## config.mk

```make
export PLATFORM = sky130hd
export DESIGN_NAME = mix_columns_serial
export DESIGN_NICKNAME = d
export VERILOG_FILES = /design/src/rtl/mix_columns_serial_pkg.sv /design/src/rtl/mix_column_word.sv /design/src/rtl/mix_columns_serial.sv
export SDC_FILE = /design/constraint.sdc
export NUM_CORES = 1
export LEC_CHECK = 0
export CORE_ASPECT_RATIO = 1.25
export CORE_MARGIN = 1
export CORE_UTILIZATION = 51
export CTS_CLUSTER_DIAMETER = 80
export DETAILED_ROUTE_END_ITERATION = 6
export GPL_TIMING_DRIVEN = 0
export HOLD_SLACK_MARGIN = 0.15
export PLACE_DENSITY = 0.85
export SYNTH_ARGS = -nofsm -noshare
export SYNTH_HDL_FRONTEND = slang
export SYNTH_SLANG_ARGS = --single-unit
```

## constraint.sdc

```tcl
create_clock -name clock -period 6.3 [get_ports clock]
set_input_delay 0.63 -clock clock [delete_from_list [all_inputs] [get_ports clock]]
set_output_delay 0.63 -clock clock [all_outputs]
set_load 0.01 [all_outputs]
```

## src/rtl/mix_columns_serial_pkg.sv

```systemverilog
// rtl/mix_columns_serial_pkg.sv - AES MixColumns types and GF(2^8) helpers
package AESDefinitions;

  typedef enum logic [1:0] {
    IDLE = 2'd0,
    BUSY = 2'd1,
    DONE = 2'd2
  } mix_state_e;

  typedef logic [1:0] col_idx_t;

  function automatic logic [7:0] xtime(input logic [7:0] b);
    return {b[6:0], 1'b0} ^ (b[7] ? 8'h1b : 8'h00);
  endfunction

  // Only the constants used by the forward and inverse matrices are supported.
  function automatic logic [7:0] gf_mul(input logic [7:0] b, input logic [7:0] c);
    logic [7:0] x2, x4, x8;
    x2 = xtime(b);
    x4 = xtime(x2);
    x8 = xtime(x4);
    case (c)
      8'h02:   return x2;
      8'h03:   return x2 ^ b;
      8'h09:   return x8 ^ b;
      8'h0b:   return x8 ^ x2 ^ b;
      8'h0d:   return x8 ^ x4 ^ b;
      8'h0e:   return x8 ^ x4 ^ x2;
      default: return b;
    endcase
  endfunction

endpackage

```

## src/rtl/mix_column_word.sv

```systemverilog
// rtl/mix_column_word.sv - combinational forward/inverse MixColumns on one 32-bit column
module mix_column_word
  import AESDefinitions::*;
(
  input  logic [31:0] in_word,
  input  logic        inverse,
  output logic [31:0] out_word
);

  logic [7:0] a [4];
  logic [7:0] r [4];

  always_comb begin
    for (int i = 0; i < 4; i++) begin
      a[i] = in_word[31-8*i -: 8];
    end
    // Row i is the base row rotated right by i, so a[i+k] pairs with coefficient k.
    for (int i = 0; i < 4; i++) begin
      if (inverse) begin
        r[i] = gf_mul(a[i], 8'h0e) ^ gf_mul(a[(i+1)%4], 8'h0b)
             ^ gf_mul(a[(i+2)%4], 8'h0d) ^ gf_mul(a[(i+3)%4], 8'h09);
      end else begin
        r[i] = gf_mul(a[i], 8'h02) ^ gf_mul(a[(i+1)%4], 8'h03)
             ^ a[(i+2)%4] ^ a[(i+3)%4];
      end
    end
    out_word = {r[0], r[1], r[2], r[3]};
  end

endmodule

```

## src/rtl/mix_columns_serial.sv

```systemverilog
// rtl/mix_columns_serial.sv - column-serial MixColumns/InvMixColumns stage with bypass
module mix_columns_serial
  import AESDefinitions::*;
(
  input  logic         clock,
  input  logic         reset_n,
  input  logic         in_valid,
  output logic         in_ready,
  input  logic [127:0] in_data,
  input  logic         in_inverse,
  input  logic         in_bypass,
  output logic         out_valid,
  input  logic         out_ready,
  output logic [127:0] out_data
);

  mix_state_e   state_q, state_d;
  col_idx_t     col_q, col_d;
  logic [127:0] work_q, work_d;
  logic         mode_q, mode_d;

  logic [6:0]  col_lsb;
  logic [31:0] col_in, col_out;
  logic        accept;

  // Column c sits at bit offset 32*(3-c); for a 2-bit c, 3-c is ~c.
  assign col_lsb = {~col_q, 5'b0};
  assign col_in  = work_q[col_lsb +: 32];

  mix_column_word u_mix_column_word (
    .in_word  (col_in),
    .inverse  (mode_q),
    .out_word (col_out)
  );

  assign in_ready  = (state_q == IDLE) || ((state_q == DONE) && out_ready);
  assign accept    = in_valid && in_ready;
  assign out_valid = (state_q == DONE);
  assign out_data  = work_q;

  always_comb begin
    state_d = state_q;
    col_d   = col_q;
    work_d  = work_q;
    mode_d  = mode_q;
    unique case (state_q)
      BUSY: begin
        work_d[col_lsb +: 32] = col_out;
        col_d = col_q + 2'd1;
        if (col_q == 2'd3) begin
          state_d = DONE;
        end
      end
      DONE: begin
        if (out_ready && !in_valid) begin
          state_d = IDLE;
        end
      end
      default: ;
    endcase
    if (accept) begin
      work_d  = in_data;
      mode_d  = in_inverse;
      col_d   = '0;
      state_d = in_bypass ? DONE : BUSY;
    end
  end

  always_ff @(posedge clock or negedge reset_n) begin
    if (!reset_n) begin
      state_q <= IDLE;
      col_q   <= '0;
      work_q  <= '0;
      mode_q  <= 1'b0;
    end else begin
      state_q <= state_d;
      col_q   <= col_d;
      work_q  <= work_d;
      mode_q  <= mode_d;
    end
  end

endmodule

```

==> results of run 1 <==
==> synth_stat cells (2+ instances only) <==
library cell and n:
a22oi_1 106, inv_1 4, xor2_1 45, nor2_1 20
a21oi_1 24, o21ai_0 125, nor2b_1 2, o2bb2a_1 11
o21ai_1 6, dfrtp_1 133, ha_1 4, a2bb2oi_1 10
and2_1 2, buf_4 5, mux4_2 32, buf_6 5
nand2b_1 2, xnor2_1 148, xnor3_1 26, xor3_1 6
or3_1 2, nand2_1 35, xnor2_2 6, mux2i_1 6
clkbuf_1 49, buf_2 14
==> cell type report <==
| cell class | instances | area (um2) |
|---|---|---|
| Clock buffer | 21 | 460 |
| Sequential cell | 133 | 3330 |
| Clock inverter | 11 | 128 |
| Inverter | 4 | 15.0 |
| Buffer | 74 | 352 |
| Timing Repair Buffer | 265 | 2670 |
| Tap cell | 224 | 280 |
| Multi-Input combinational cell | 630 | 5520 |
| Fill cell | 1270 | 4810 |
==> worst max-delay path, delay by kind of cell (launching register included) <==
kind            cells  cell delay (ns)
compound gates      2             0.34
xor+xnor            5             2.11
buf+inv             2             0.65
flops               1             0.65
mux                 1             0.46
==> flip-flops by register name, indices dropped and copies added (netlist names) <==
| register | count |
|---|---|
| col_q | 2 |
| mode_q | 1 |
| out_data | 128 |
| state_q | 2 |
==> kinds of logic after synthesis <==
| logic type | after synthesis |
|---|---|
| xor gates and xnor gates | 235 |
| adders and majority gates | 4 |
| buffers and inverters | 78 |
| and+or+nand+nor | 69 |
| AOI/OAI and AO/OA | 283 |
| DFF | 133 |
| muxes | 39 |
==> metrics by stage <==
| step | TNS (ns) | hold WS (ns) | cells | cell area (um2) |
|---|---|---|---|---|
| 2_1_floorplan | 0 | 0.334 | 841 | 9220 |
| 3_3_place_gp | -71.17 | 0.491 | 1328 | 12100 |
| 3_5_place_dp | 0 | 0.496 | 1329 | 12200 |
| 4_1_cts | 0 | 0.513 | 1362 | 12800 |
| 5_1_grt | 0 | 0.528 | 1362 | 12800 |
| 6_report | 0 | 0.512 | 1362 | 12800 |
==> layer usage <==
| layer | vias up | share of wire [%] | track usage, % |
|---|---|---|---|
| met5 | - | 0 | 0 |
| met4 | 0 | 6.9 | 24.5 |
| met3 | 190 | 11 | 10.1 |
| met2 | 821 | 48 | 65.5 |
| met1 | 4377 | 34 | 51.9 |
| li1 | 3611 | - | - |
==> final timing paths <==
kind	from	to	cells past startpoint
worst max-delay path	col_q[1]$_DFFE_PN0P_	out_data[91]$_DFFE_PN0P_	10
worst min-delay path	out_data[8]$_DFFE_PN0P_	out_data[8]$_DFFE_PN0P_	2
worst max register to register	col_q[1]$_DFFE_PN0P_	out_data[91]$_DFFE_PN0P_	10
worst min register to register	out_data[8]$_DFFE_PN0P_	out_data[8]$_DFFE_PN0P_	2
max in group asynchronous	reset_n	out_data[88]$_DFFE_PN0P_	3
min in group asynchronous	reset_n	out_data[102]$_DFFE_PN0P_	2
==> impl_summary.txt, run 1 <==
----------------------------------------------------
[Floorplan]
  Die width ... approximately 120 um
  DIE HEIGHT ... around 150 um
  Effective utilization at floorplan ... between 50 and 60%
  Placement Rows ... 54
  I/O Pins ... roughly 260
  CORE AREA ... between 15000 and 20000 um2
  Die outline area ... approximately 19000 um2

[Critical path]
  Arrival time worst endpoint ... 4.66 ns
  Category of the worst setup path launch point ... flop
  Startpoint-to-endpoint class of the critical path ... flop to flop
  Critical Path End Type ... flop
  Setup slack on the worst flop-to-flop path ... 1.93 ns
  Slowest CP cell ... dfrtp_1
  Critical path peak fanout ... 10
  Worst stage delay on the critical path ... 0.65 ns
  Cells along the critical path ... buf_4 > buf_4 > mux4_2 > xnor2_4 > xor2_2 > xnor3_1 > xnor2_1 > a21oi_1 > xnor2_1 > o21ai_0
  Data required, critical path ... roughly 6.6 ns

[Clocking]
  Hold-fix buffer count after cts ... 1
  Number of buffers created by CTS ... 17
  Post-cts sizing count ... 0
  TritonCTS clock tree ... done
  Number of buffers added for setup after CTS ... 0
  Number of buffers on the longest clock path ... 2
  CTS H-tree depth ... 4
  Clock network latency to the later pin of the worst-skew pair ... between 0.4 and 0.5 ns
  Clock edge transition at the registers on the reported setup and hold paths ... around 0.06 ns
  Clock root cell ... clkbuf_16
  CTS sink count ... roughly 130

[Logic synthesis]
  Fraction of the yosys area taken by sequential cells ... a little over a third
  Most area-hungry cell type in the Yosys netlist ... dfrtp_1
  Fraction of registers with async set or reset after synthesis ... 100%
  Adder and majority cell fraction of the synthesized area ... less than 1%
  Synthesized area divided by synthesized cell count ... around 11 um2
  Top-area cell type share of the netlist area ... 36.1%
  Share of the synthesized area in compound gates (AO/OA/AOI/OAI) ... 19.3%
  Mapped Nets ... 979
  Simple-Gate Fraction of Synth Area ... under 10%
  Cell area after technology mapping ... approximately 9200 um2
  Count of state elements after synthesis ... about 130
  Cells after Synth ... approximately 840
  Total of warnings raised by yosys ... 0
  Number of library cell types mapped by synthesis ... 39
  Post-synth EDFFs ... 0
  Dominant combinational cell family by area after synthesis ... XOR/XNOR gates
  Predominant post-synthesis flop cell ... dfrtp_1
  XOR/XNOR share of the synthesized area ... between 20% and 30%
  Multiplexer share of the synthesized area ... under 10%
  Cell types with the largest area share after synthesis ... dfrtp_1 (36%), xnor2_1 (14%), a22oi_1 (8.6%)

[Route]
  Final WL ... approximately 38000 um
  DR vias ... 8999
  Initial DRC Count ... about 1100
  Number of DRC violations after detailed routing ... 0
  Number of nets with antenna violations after detailed routing ... 0
  Ratio of routed vias to standard cells ... between 6 and 7
  Per-cell routed wire length ... approximately 28 um
  Detailed-router iteration count before antenna repair ... 7

[STA]
  Transition time at the pin with the least slew margin ... roughly 1.1 ns
  Unrepaired setup endpoints after global routing ... false
  Worst Clk Skew ... ~0.014 ns
  Least setup slack across all paths after layout ... 1.93 ns
  Final max-slew violation count ... 0
  Headroom to the max-slew limit ... between 20% and 30%
  Final Hold Viols ... 0
  Part of the cycle the worst path needs ... 69.4%
  Shortest period the worst path allows ... roughly 4.4 ns
  Maximum operating frequency ... between 200 and 250 MHz
  Final setup fails ... 0

[Global route]
  Antenna violations before repair ... 0
  Global route total overflow ... 0
  Wire length of the first global-routing pass ... 56000 um
  Global routing usage summed across all routing layers ... between 40% and 50%
  Vias in the first global route ... ~9000
  Pin count of the biggest net entering global routing ... just under 90

[Hold path]
  Class of the worst hold path ... flop to flop

[Placement]
  Count of input and output buffers ... around 260
  Global placement routability congestion ... about 1.0
  Worst setup slack after placement ... roughly 2.2 ns
  DP Wirelength ... between 20000 and 30000 um

[Final layout]
  Fraction of layout cells with a size suffix above 1 ... ~8.8%
  Synthesis-to-finish area growth ... 38.4%
  Most common library cell in the layout ignoring fill and taps ... clkdlybuf4s50_1
  Diode count ... 0
  Number of nets in the final layout ... 1263
  Final core area utilization ... 72.6%
  Commonest cells after routing, fill and taps aside ... clkdlybuf4s50_1 (262), xnor2_1 (148), dfrtp_1 (133)

[Job]
  Number of violations of the max-capacitance limit ... 0

[Run status]
  Run status ... finished, final reports clean

----------------------------------------------------
Power of run 1 is not shown: default switching activity piles up to over one toggle a cycle in this logic, so the estimate is an artifact.
==> inputs of run 2 (changes only) <==
--- a/config.mk
+++ b/config.mk
@@ -7,12 +7,12 @@
 export LEC_CHECK = 0
 export CORE_ASPECT_RATIO = 1.25
 export CORE_MARGIN = 1
-export CORE_UTILIZATION = 51
+export CORE_UTILIZATION = 44
 export CTS_CLUSTER_DIAMETER = 80
 export DETAILED_ROUTE_END_ITERATION = 6
 export GPL_TIMING_DRIVEN = 0
 export HOLD_SLACK_MARGIN = 0.15
-export PLACE_DENSITY = 0.85
+export PLACE_DENSITY = 0.78
 export SYNTH_ARGS = -nofsm -noshare
 export SYNTH_HDL_FRONTEND = slang
 export SYNTH_SLANG_ARGS = --single-unit
==> constraint.sdc (replaced) <==
create_clock -name clock -period 3.6 [get_ports clock]
set_input_delay 0.36 -clock clock [delete_from_list [all_inputs] [get_ports clock]]
set_output_delay 0.36 -clock clock [all_outputs]
set_load 0.01 [all_outputs]
==> impl_summary.txt, run 2 (synthesis gave the netlist of run 1 again) <==
----------------------------------------------------
[Route]
  Number of nets with antenna violations after detailed routing ... 0
  DR vias ... 8908
  Met2 Routed Length ... between 15000 and 20000 um
  Ratio of routed vias to standard cells ... between 6 and 7
  Per-cell routed wire length ... 27.1 um
  Routed wire length on met3 ... between 4000 and 5000 um
  Number of DRC violations after detailed routing ... 0
  Final WL ... between 30000 and 40000 um
  Detailed-router iteration count before antenna repair ... 6
  Top layer in use ... met4
  Routed metal-1 wire length ... approximately 13000 um
  Initial DRC Count ... 1098

[Clocking]
  Clock edge transition at the registers on the reported setup and hold paths ... ~0.06 ns
  Clock network latency to the later pin of the worst-skew pair ... ~0.43 ns
  CTS H-tree depth ... 4
  Number of buffers on the longest clock path ... 2
  Clock root cell ... clkbuf_16
  Number of buffers created by CTS ... 17
  CTS sink count ... roughly 130
  TritonCTS clock tree ... done

[STA]
  Worst hold slack across all endpoints ... between 0.3 and 0.4 ns
  Final Hold Viols ... 0
  Part of the cycle the worst path needs ... slightly below 100%
  Transition time at the pin with the least slew margin ... ~1.0 ns
  Final sum of negative setup slack ... 0 ns
  Shortest period the worst path allows ... between 3 and 4 ns
  Maximum operating frequency ... about 280 MHz
  Unrepaired setup endpoints after global routing ... true
  Final max-slew violation count ... 0
  Worst Clk Skew ... ~0.0093 ns
  Headroom to the max-slew limit ... a little under a third
  Final setup fails ... 0

[Placement]
  Count of input and output buffers ... about 260
  Placed cell count ... around 1400
  Global placement routability congestion ... between 0.9 and 1
  DP Wirelength ... approximately 28000 um

[Floorplan]
  Die width ... between 100 and 150 um
  Effective utilization at floorplan ... between 40 and 50%
  Die outline area ... between 20000 and 25000 um2
  Placement Rows ... 58
  DIE HEIGHT ... 164 um
  CORE AREA ... slightly above 20000 um2
  I/O Pins ... around 260

[Global route]
  Antenna violations before repair ... 1
  Pin count of the biggest net entering global routing ... 97
  Vias in the first global route ... 9052
  Wire length of the first global-routing pass ... between 50000 and 60000 um
  Global route total overflow ... 0
  Global routing usage summed across all routing layers ... a little over a third

[Final layout]
  Diode count ... 0
  Filler Cells Inserted ... 1572
  Number of nets in the final layout ... roughly 1300
  Commonest cells after routing, fill and taps aside ... clkdlybuf4s50_1 (262), dfrtp_1 (132), o21ai_0 (123)
  Fraction of layout cells with a size suffix above 1 ... 14.5%
  Number of flip-flops in the largest register ... roughly 130
  Most common library cell in the layout ignoring fill and taps ... clkdlybuf4s50_1
  Synthesis-to-finish area growth ... 45.6%
  Fin cells ... between 1000 and 1500

[Hold path]
  Class of the worst hold path ... input pin to asynchronous set/reset pin

[Run status]
  Run status ... finished, final reports clean

[Critical path]
  Category of the worst setup path launch point ... flop
  Arrival time worst endpoint ... just under 4 ns
  Critical path peak fanout ... 10
  Data required, critical path ... between 3 and 4 ns
  Critical Path End Type ... flop
  Startpoint-to-endpoint class of the critical path ... flop to flop

[Job]
  Number of violations of the max-capacitance limit ... 0

----------------------------------------------------
## run 2: cell types whose count changed in the layout (fill, tap and decap cells not counted), moves of 5 or more
cell	change
a21oi_1	-8
a21oi_2	+8
buf_2	-5
buf_4	+13
xnor2_1	-26
xnor2_2	+20
xnor2_4	+6
xnor3_1	-5
xnor3_2	+5
xor2_1	-10
xor2_2	+7
## run 2: cell type report
class	instances	area (um2)	share of cell area (%)
repair buffers	280	2780	20.7
clock inverters	10	145	1.08
plain buffers	71	403	3.00
clock buffers	21	470	3.50
well taps	270	338	2.52
inverters	4	15.0	0.112
multi-input cells	630	5940	44.2
flip-flops and latches	133	3330	24.8
## run 2: routing by layer
layer	track usage (%)	vias up
li1	-	3626
met1	42.8	4368
met2	58.6	745
met3	7.44	169
met4	23.0	0
met5	0	-
## run 2: worst paths after layout
kind,startpoint,to,slack (ns),cells after the start
worst max-delay path,col_q[0]$_DFFE_PN0P_,out_data[4]$_DFFE_PN0P_,0.02,10
worst min-delay path,reset_n,out_data[38]$_DFFE_PN0P_,0.39,2
worst max register to register,col_q[0]$_DFFE_PN0P_,out_data[4]$_DFFE_PN0P_,0.02,10
worst min register to register,out_data[15]$_DFFE_PN0P_,out_data[15]$_DFFE_PN0P_,0.52,2
max in group asynchronous,reset_n,out_data[112]$_DFFE_PN0P_,2.39,3
min in group clock,out_data[15]$_DFFE_PN0P_,out_data[15]$_DFFE_PN0P_,0.52,2
## run 2: through the flow
stage / instance area (um2) / util [%] / setup slack (ns)
4_1_cts: 13200 / 64.9 / 0.00154
3_5_place_dp: 12200 / 60.1 / -0.537
2_1_floorplan: 9220 / - / 0.291
6_report: 13400 / 66.1 / 0.0234
5_1_grt: 13400 / 66.1 / -0.0237
3_3_place_gp: 12200 / 60.0 / -3.06
## run 2: worst max-delay path, stage by stage, from the launching register on
cell and delay (ns):
dfrtp_1 0.42, buf_12 0.19, mux4_2 0.52, buf_2 0.27, xor3_2 0.48, xnor3_1 0.39
xnor3_2 0.31, mux2i_2 0.27, xnor2_2 0.18, o21ai_1 0.12, mux2_2 0.30
## run 2: repair_timing
item                                   4_1_cts  5_1_grt
pin swaps                                   10        3
setup buffers                               10        5
hold buffers                                 1        0
endpoints found under the hold margin       37        0
setup endpoints to repair                   89       62
resized for setup                           43       38
Power of run 2 is left out for the same reason.
